File: config.mk
export PLATFORM = sky130hd
export DESIGN_NAME = ram_port_arbiter
export DESIGN_NICKNAME = d
export VERILOG_FILES = /design/src/rtl/ram_port_arbiter.sv
export SDC_FILE = /design/constraint.sdc
export NUM_CORES = 1
export LEC_CHECK = 0
export CORE_ASPECT_RATIO = 0.75
export CORE_MARGIN = 2
export CORE_UTILIZATION = 35
export DETAILED_ROUTE_END_ITERATION = 7
export DONT_BUFFER_PORTS = 1
export HOLD_SLACK_MARGIN = 0.06
export REMOVE_ABC_BUFFERS = 1
export SLEW_MARGIN = 25
export SYNTH_ARGS = -nofsm -noshare
export SYNTH_HDL_FRONTEND = slang
export SYNTH_SLANG_ARGS = --single-unit
File: constraint.sdc
create_clock -name CLK -period 6.3 [get_ports CLK]
set_input_delay 1.89 -clock CLK [delete_from_list [all_inputs] [get_ports CLK]]
set_output_delay 1.89 -clock CLK [all_outputs]
set_load 0.05 [all_outputs]
File: src/rtl/ram_port_arbiter.sv
// Two-port (fetch / load-store) arbiter and byte sequencer for the 1536x8 block RAM.
// Define ARB_RR_EN for round-robin arbitration; otherwise load/store wins every tie.
module ram_port_arbiter #(
    parameter int unsigned ADDR_W = 11
) (
    input  logic              CLK,
    input  logic              RST,
    input  logic              if_req,
    input  logic [ADDR_W-1:0] if_addr,
    output logic              if_ack,
    output logic              if_err,
    output logic [31:0]       if_rdata,
    input  logic              ls_req,
    input  logic              ls_we,
    input  logic [1:0]        ls_size,
    input  logic [ADDR_W-1:0] ls_addr,
    input  logic [31:0]       ls_wdata,
    output logic              ls_ack,
    output logic              ls_err,
    output logic [31:0]       ls_rdata,
    output logic              ram_re,
    output logic [ADDR_W-1:0] ram_raddr,
    input  logic [7:0]        ram_rdata,
    output logic              ram_we,
    output logic [ADDR_W-1:0] ram_waddr,
    output logic [7:0]        ram_wdata
);

    typedef enum logic [1:0] {IDLE, READ, WRITE, ACK} state_t;

    state_t            state_q, state_d;
    logic              port_ls_q, port_ls_d;
    logic [2:0]        n_q, n_d;
    logic [2:0]        cnt_q, cnt_d;
    logic [ADDR_W-1:0] base_q, base_d;
    logic [31:0]       wdata_q, wdata_d;
    logic [23:0]       buf_q, buf_d;
    logic              err_q, err_d;
    logic [31:0]       if_rdata_q, if_rdata_d;
    logic [31:0]       ls_rdata_q, ls_rdata_d;
    logic              ram_re_q, ram_re_d;
    logic              ram_we_q, ram_we_d;
    logic [ADDR_W-1:0] ram_raddr_q, ram_raddr_d;
    logic [ADDR_W-1:0] ram_waddr_q, ram_waddr_d;
    logic [7:0]        ram_wdata_q, ram_wdata_d;

    logic              gnt_ls;
    logic [ADDR_W-1:0] sel_addr;
    logic [1:0]        sel_size;
    logic              sel_we;
    logic [2:0]        sel_n;
    logic [ADDR_W:0]   sel_last;
    logic              sel_err;
    logic [2:0]        nxt;
    logic [31:0]       rd_word;

`ifdef ARB_RR_EN
    logic              rr_ls_q, rr_ls_d;
    assign gnt_ls = ls_req && (!if_req || rr_ls_q);
`else
    assign gnt_ls = ls_req;
`endif

    assign sel_addr = gnt_ls ? ls_addr : if_addr;
    assign sel_size = gnt_ls ? ls_size : 2'b10;
    assign sel_we   = gnt_ls && ls_we;
    assign sel_n    = (sel_size == 2'b00) ? 3'd1 : (sel_size == 2'b01) ? 3'd2 : 3'd4;
    // Last byte of the access; the extra MSB catches wrap past the top of the address space.
    assign sel_last = {1'b0, sel_addr} + (ADDR_W+1)'(sel_n - 3'd1);
    assign sel_err  = ((sel_size == 2'b01) && sel_addr[0])
                   || ((sel_size == 2'b10) && (sel_addr[1:0] != 2'b00))
                   || (sel_size == 2'b11)
                   || (sel_addr[ADDR_W-1 -: 2] == 2'b11)
                   || (sel_last[ADDR_W-1 -: 2] == 2'b11)
                   || sel_last[ADDR_W];

    assign nxt = cnt_q + 3'd1;

    always_comb begin
        state_d     = state_q;
        port_ls_d   = port_ls_q;
        n_d         = n_q;
        cnt_d       = cnt_q;
        base_d      = base_q;
        wdata_d     = wdata_q;
        buf_d       = buf_q;
        err_d       = err_q;
        if_rdata_d  = if_rdata_q;
        ls_rdata_d  = ls_rdata_q;
        ram_re_d    = 1'b0;
        ram_we_d    = 1'b0;
        ram_raddr_d = ram_raddr_q;
        ram_waddr_d = ram_waddr_q;
        ram_wdata_d = ram_wdata_q;
        rd_word     = '0;
`ifdef ARB_RR_EN
        rr_ls_d     = rr_ls_q;
`endif
        case (state_q)
            IDLE: begin
                if (if_req || ls_req) begin
                    port_ls_d = gnt_ls;
                    n_d       = sel_n;
                    base_d    = sel_addr;
                    wdata_d   = ls_wdata;
                    cnt_d     = '0;
                    err_d     = sel_err;
`ifdef ARB_RR_EN
                    rr_ls_d   = !gnt_ls;
`endif
                    if (sel_err) begin
                        state_d = ACK;
                        if (gnt_ls) ls_rdata_d = '0;
                        else        if_rdata_d = '0;
                    end else if (sel_we) begin
                        state_d     = WRITE;
                        ram_we_d    = 1'b1;
                        ram_waddr_d = sel_addr;
                        ram_wdata_d = ls_wdata[7:0];
                    end else begin
                        state_d     = READ;
                        ram_re_d    = 1'b1;
                        ram_raddr_d = sel_addr;
                    end
                end
            end
            READ: begin
                // cnt_q is the byte being addressed; byte cnt_q-1 arrives from the RAM now.
                cnt_d = nxt;
                case (cnt_q)
                    3'd1:    buf_d[7:0]   = ram_rdata;
                    3'd2:    buf_d[15:8]  = ram_rdata;
                    3'd3:    buf_d[23:16] = ram_rdata;
                    default: ;
                endcase
                if (nxt < n_q) begin
                    ram_re_d    = 1'b1;
                    ram_raddr_d = base_q + ADDR_W'(nxt);
                end
                if (cnt_q == n_q) begin
                    case (n_q)
                        3'd1:    rd_word = {24'd0, ram_rdata};
                        3'd2:    rd_word = {16'd0, ram_rdata, buf_q[7:0]};
                        default: rd_word = {ram_rdata, buf_q};
                    endcase
                    if (port_ls_q) ls_rdata_d = rd_word;
                    else           if_rdata_d = rd_word;
                    state_d = ACK;
                end
            end
            WRITE: begin
                cnt_d = nxt;
                if (nxt < n_q) begin
                    ram_we_d    = 1'b1;
                    ram_waddr_d = base_q + ADDR_W'(nxt);
                    ram_wdata_d = wdata_q[{nxt[1:0], 3'b000} +: 8];
                end else begin
                    state_d = ACK;
                end
            end
            ACK:     state_d = IDLE;
            default: state_d = IDLE;
        endcase
    end

    always_ff @(posedge CLK or posedge RST) begin
        if (RST) begin
            state_q     <= IDLE;
            port_ls_q   <= 1'b0;
            n_q         <= '0;
            cnt_q       <= '0;
            base_q      <= '0;
            wdata_q     <= '0;
            buf_q       <= '0;
            err_q       <= 1'b0;
            if_rdata_q  <= '0;
            ls_rdata_q  <= '0;
            ram_re_q    <= 1'b0;
            ram_we_q    <= 1'b0;
            ram_raddr_q <= '0;
            ram_waddr_q <= '0;
            ram_wdata_q <= '0;
`ifdef ARB_RR_EN
            rr_ls_q     <= 1'b1;
`endif
        end else begin
            state_q     <= state_d;
            port_ls_q   <= port_ls_d;
            n_q         <= n_d;
            cnt_q       <= cnt_d;
            base_q      <= base_d;
            wdata_q     <= wdata_d;
            buf_q       <= buf_d;
            err_q       <= err_d;
            if_rdata_q  <= if_rdata_d;
            ls_rdata_q  <= ls_rdata_d;
            ram_re_q    <= ram_re_d;
            ram_we_q    <= ram_we_d;
            ram_raddr_q <= ram_raddr_d;
            ram_waddr_q <= ram_waddr_d;
            ram_wdata_q <= ram_wdata_d;
`ifdef ARB_RR_EN
            rr_ls_q     <= rr_ls_d;
`endif
        end
    end

    assign if_ack    = (state_q == ACK) && !port_ls_q;
    assign ls_ack    = (state_q == ACK) &&  port_ls_q;
    assign if_err    = if_ack && err_q;
    assign ls_err    = ls_ack && err_q;
    assign if_rdata  = if_rdata_q;
    assign ls_rdata  = ls_rdata_q;
    assign ram_re    = ram_re_q;
    assign ram_we    = ram_we_q;
    assign ram_raddr = ram_raddr_q;
    assign ram_waddr = ram_waddr_q;
    assign ram_wdata = ram_wdata_q;

endmodule

==> results.json <==
{
  "worst_pin_slew_ns": 1.019,
  "mostFrequentLayoutCell": "dfrtp_1",
  "cts_setup_buffers": 0,
  "antenna_found_initial": 0,
  "start_kind": "primary input",
  "htree_levels": 4,
  "drv_cap": 0,
  "max_stage_delay_ns": 0.68,
  "drc": 0,
  "numCtsBuffers": 17,
  "synthFlopType": "dfrtp_1",
  "slew_viol_final": 0,
  "die_w_um": 179.6,
  "grt_setup_unrepaired": "no",
  "layout_common_cells": "dfrtp_1 (173), mux2_2 (97), nand2_1 (50)",
  "cts_tree": "yes",
  "arrival_ns": 4.94,
  "period_minus_slack_ns": 4.584,
  "portBuffers": 0,
  "dr_total_vias": 5246,
  "cp-end-kind": "flop",
  "die_area_um2": 24370,
  "area_growth_syn_to_layout_pct": 11.01,
  "synthArstFlopShare_pct": 100.0,
  "clockBufferDepth": 2,
  "reg2reg_to": "ls_rdata[21]$_DFFE_PP0P_",
  "status": "completed",
  "r2r_slack_ns": 2.76,
  "holdPathStages": 2,
  "clk_latency_ns": 0.43,
  "wl_per_cell_um": 21.91,
  "track_usage_pct": 17.17,
  "worst_slack_ns": 1.716,
  "worstPathMaxFanout": 27,
  "skew_ns": 0.01371,
  "routed_via_density": 5.563,
  "grt_max_degree": 91,
  "post-route-period-util_pct": 72.76,
  "ys_seq_area_share_pct": 53.49,
  "io_pins": 169,
  "drive_gt1_share_pct": 26.13,
  "design_area_um2": 8985,
  "holdWs_ns": 0.4969,
  "place.gp.congestion": 0.8412,
  "routed_wl_mm": 20.66,
  "slew_headroom_pct": 31.79,
  "place_ws_ns": 1.301,
  "root_buffer": "clkbuf_16",
  "drt_iter0_markers": 279,
  "fill_cells": 2129,
  "fin_nets": 716,
  "hold_viol": 0,
  "clk_pin_slew_ns": 0.07,
  "hold-path-endpoint": "base_q[0]$_DFFE_PP0P_",
  "ys_warn_count": 0,
  "n_antenna_cell": 0,
  "setup_viol": 0,
  "syn_area_um2": 8094,
  "multi_input_area_um2": 3543,
  "r2r_cells": 7,
  "cts_resized": 0,
  "rows": 48,
  "grt_first_pass_wirelength_mm": 32.58,
  "critical_path.slowest_cell": "and3b_1",
  "fin_util_pct": 39.27,
  "cts_sinks": 173,
  "synth_edf_count": 0,
  "critPathKind": "primary input to flop",
  "hold_class": "flop to flop",
  "ys_types": 52,
  "cts_hold_buf": 0,
  "hp-start": "base_q[0]$_DFFE_PP0P_",
  "fmax_ghz": 0.2181,
  "initial_core_util_pct": 35.37,
  "crit_path_start": "ls_req",
  "r2r-start": "state_q[1]$_DFFE_PP0P_",
  "dp_hpwl_mm": 14.70,
  "die_y_um": 135.7,
  "grt_pass1_vias": 5591,
  "placed_area_um2": 8379,
  "dr.pass1.iters": 4,
  "ant_nets": 0,
  "grt-ovfl-total": 0,
  "ys_ff_latch": 173,
  "critPathRequiredTime_ns": 6.65,
  "seq_area_um2": 4329,
  "core_area_um2": 22880,
  "synth_cells": 637,
  "syn-mean-instance-area_um2": 12.71,
  "cp_cell_sequence": "mux2i_1, inv_1, ha_1, o21ai_0, a222oi_1, clkdlybuf4s18_2, or3_1, and3b_1, a22o_1"
}
worst max path at each step:
stage	endpoint	cells after the start
after floorplan	base_q[0]$_DFFE_PP0P_	1
after global placement	ram_raddr[10]$_DFFE_PP0P_	8
after detailed placement	ls_rdata[21]$_DFFE_PP0P_	9
after CTS	ls_rdata[21]$_DFFE_PP0P_	9
after global routing	if_rdata[22]$_DFFE_PP0P_	9
final	ls_rdata[21]$_DFFE_PP0P_	9
Yosys cell counts (all sizes together) (2+ instances only):
cell type	number	area (um^2)
mux4	8	180.2
a21oi	16	80.08
nor2	31	116.4
mux2	117	1355
xnor2	8	70.07
nor3	2	10.01
o311ai	2	32.53
ha	16	200.2
and3b	3	26.28
nand3	2	10.01
mux2i	12	120.1
o21ai	39	195.2
a32o	16	160.2
dfrtp	173	4329
clkinv	2	7.510
a22oi	9	67.56
xor2	4	35.03
a311oi	2	17.52
a22o	38	334.1
o22ai	2	12.51
buf	14	110.1
inv	15	56.30
nor2b	5	33.78
a21o	5	37.54
and3	4	25.02
nand2	50	187.7
nand4	4	25.02
clkbuf	21	78.83
and2	3	18.77
flip-flops by register name, indices dropped and copies added (netlist names), 2 cells and up:
name and cells:
if_rdata 32, ls_rdata 32, wdata_q 32, buf_q 24, base_q 11, ram_raddr 11
ram_waddr 11, ram_wdata 8, cnt_q 3, n_q 3, state_q 2
per-stage QoR:
step | setup TNS, ns | std cells
after CTS | 0 | 942
after floorplan | -48.18 | 602
final | 0 | 943
after global placement | 0 | 909
after detailed placement | 0 | 910
after global routing | 0 | 943
cells by family (layout without fill, tap and decap cells):
logic type / count (synthesis) / count (layout) / share of synthesized area (%)
compound gates: 138 / 138 / 12.95
xor+xnor: 12 / 12 / 1.298
fa+ha+maj: 17 / 17 / 2.721
buf+inv: 52 / 58 / 3.123
flops: 173 / 173 / 53.49
mux: 137 / 137 / 20.45
simple gates: 108 / 108 / 5.967
critical path, delay by kind of cell:
family | cells | cell delay, ns
compound gates | 3 | 0.77
fa+ha+maj | 1 | 0.28
simple gates | 2 | 1.27
buf+inv | 2 | 0.45
mux | 1 | 0.25
routing by layer:
| layer | wire (um) | vias up | global-route usage, % |
|---|---|---|---|
| met5 | 0 | - | 0 |
| met4 | 265 | 0 | 5.149 |
| met3 | 1329 | 20 | 5.323 |
| met2 | 9573 | 151 | 27.35 |
| met1 | 9493 | 2756 | 22.59 |
| li1 | - | 2319 | - |
layout make-up:
| class | count | share of cell area (%) |
|---|---|---|
| clock buffers | 17 | 4.735 |
| well taps | 300 | 4.178 |
| flip-flops and latches | 173 | 48.18 |
| repair buffers | 9 | 0.7798 |
| clock inverters | 15 | 1.922 |
| inverters | 17 | 0.7659 |
| multi-input cells | 412 | 39.44 |
Power is left out: the tool's default activity adds up to more than one toggle a clock period on the data nets, which glitch-free logic cannot reach.
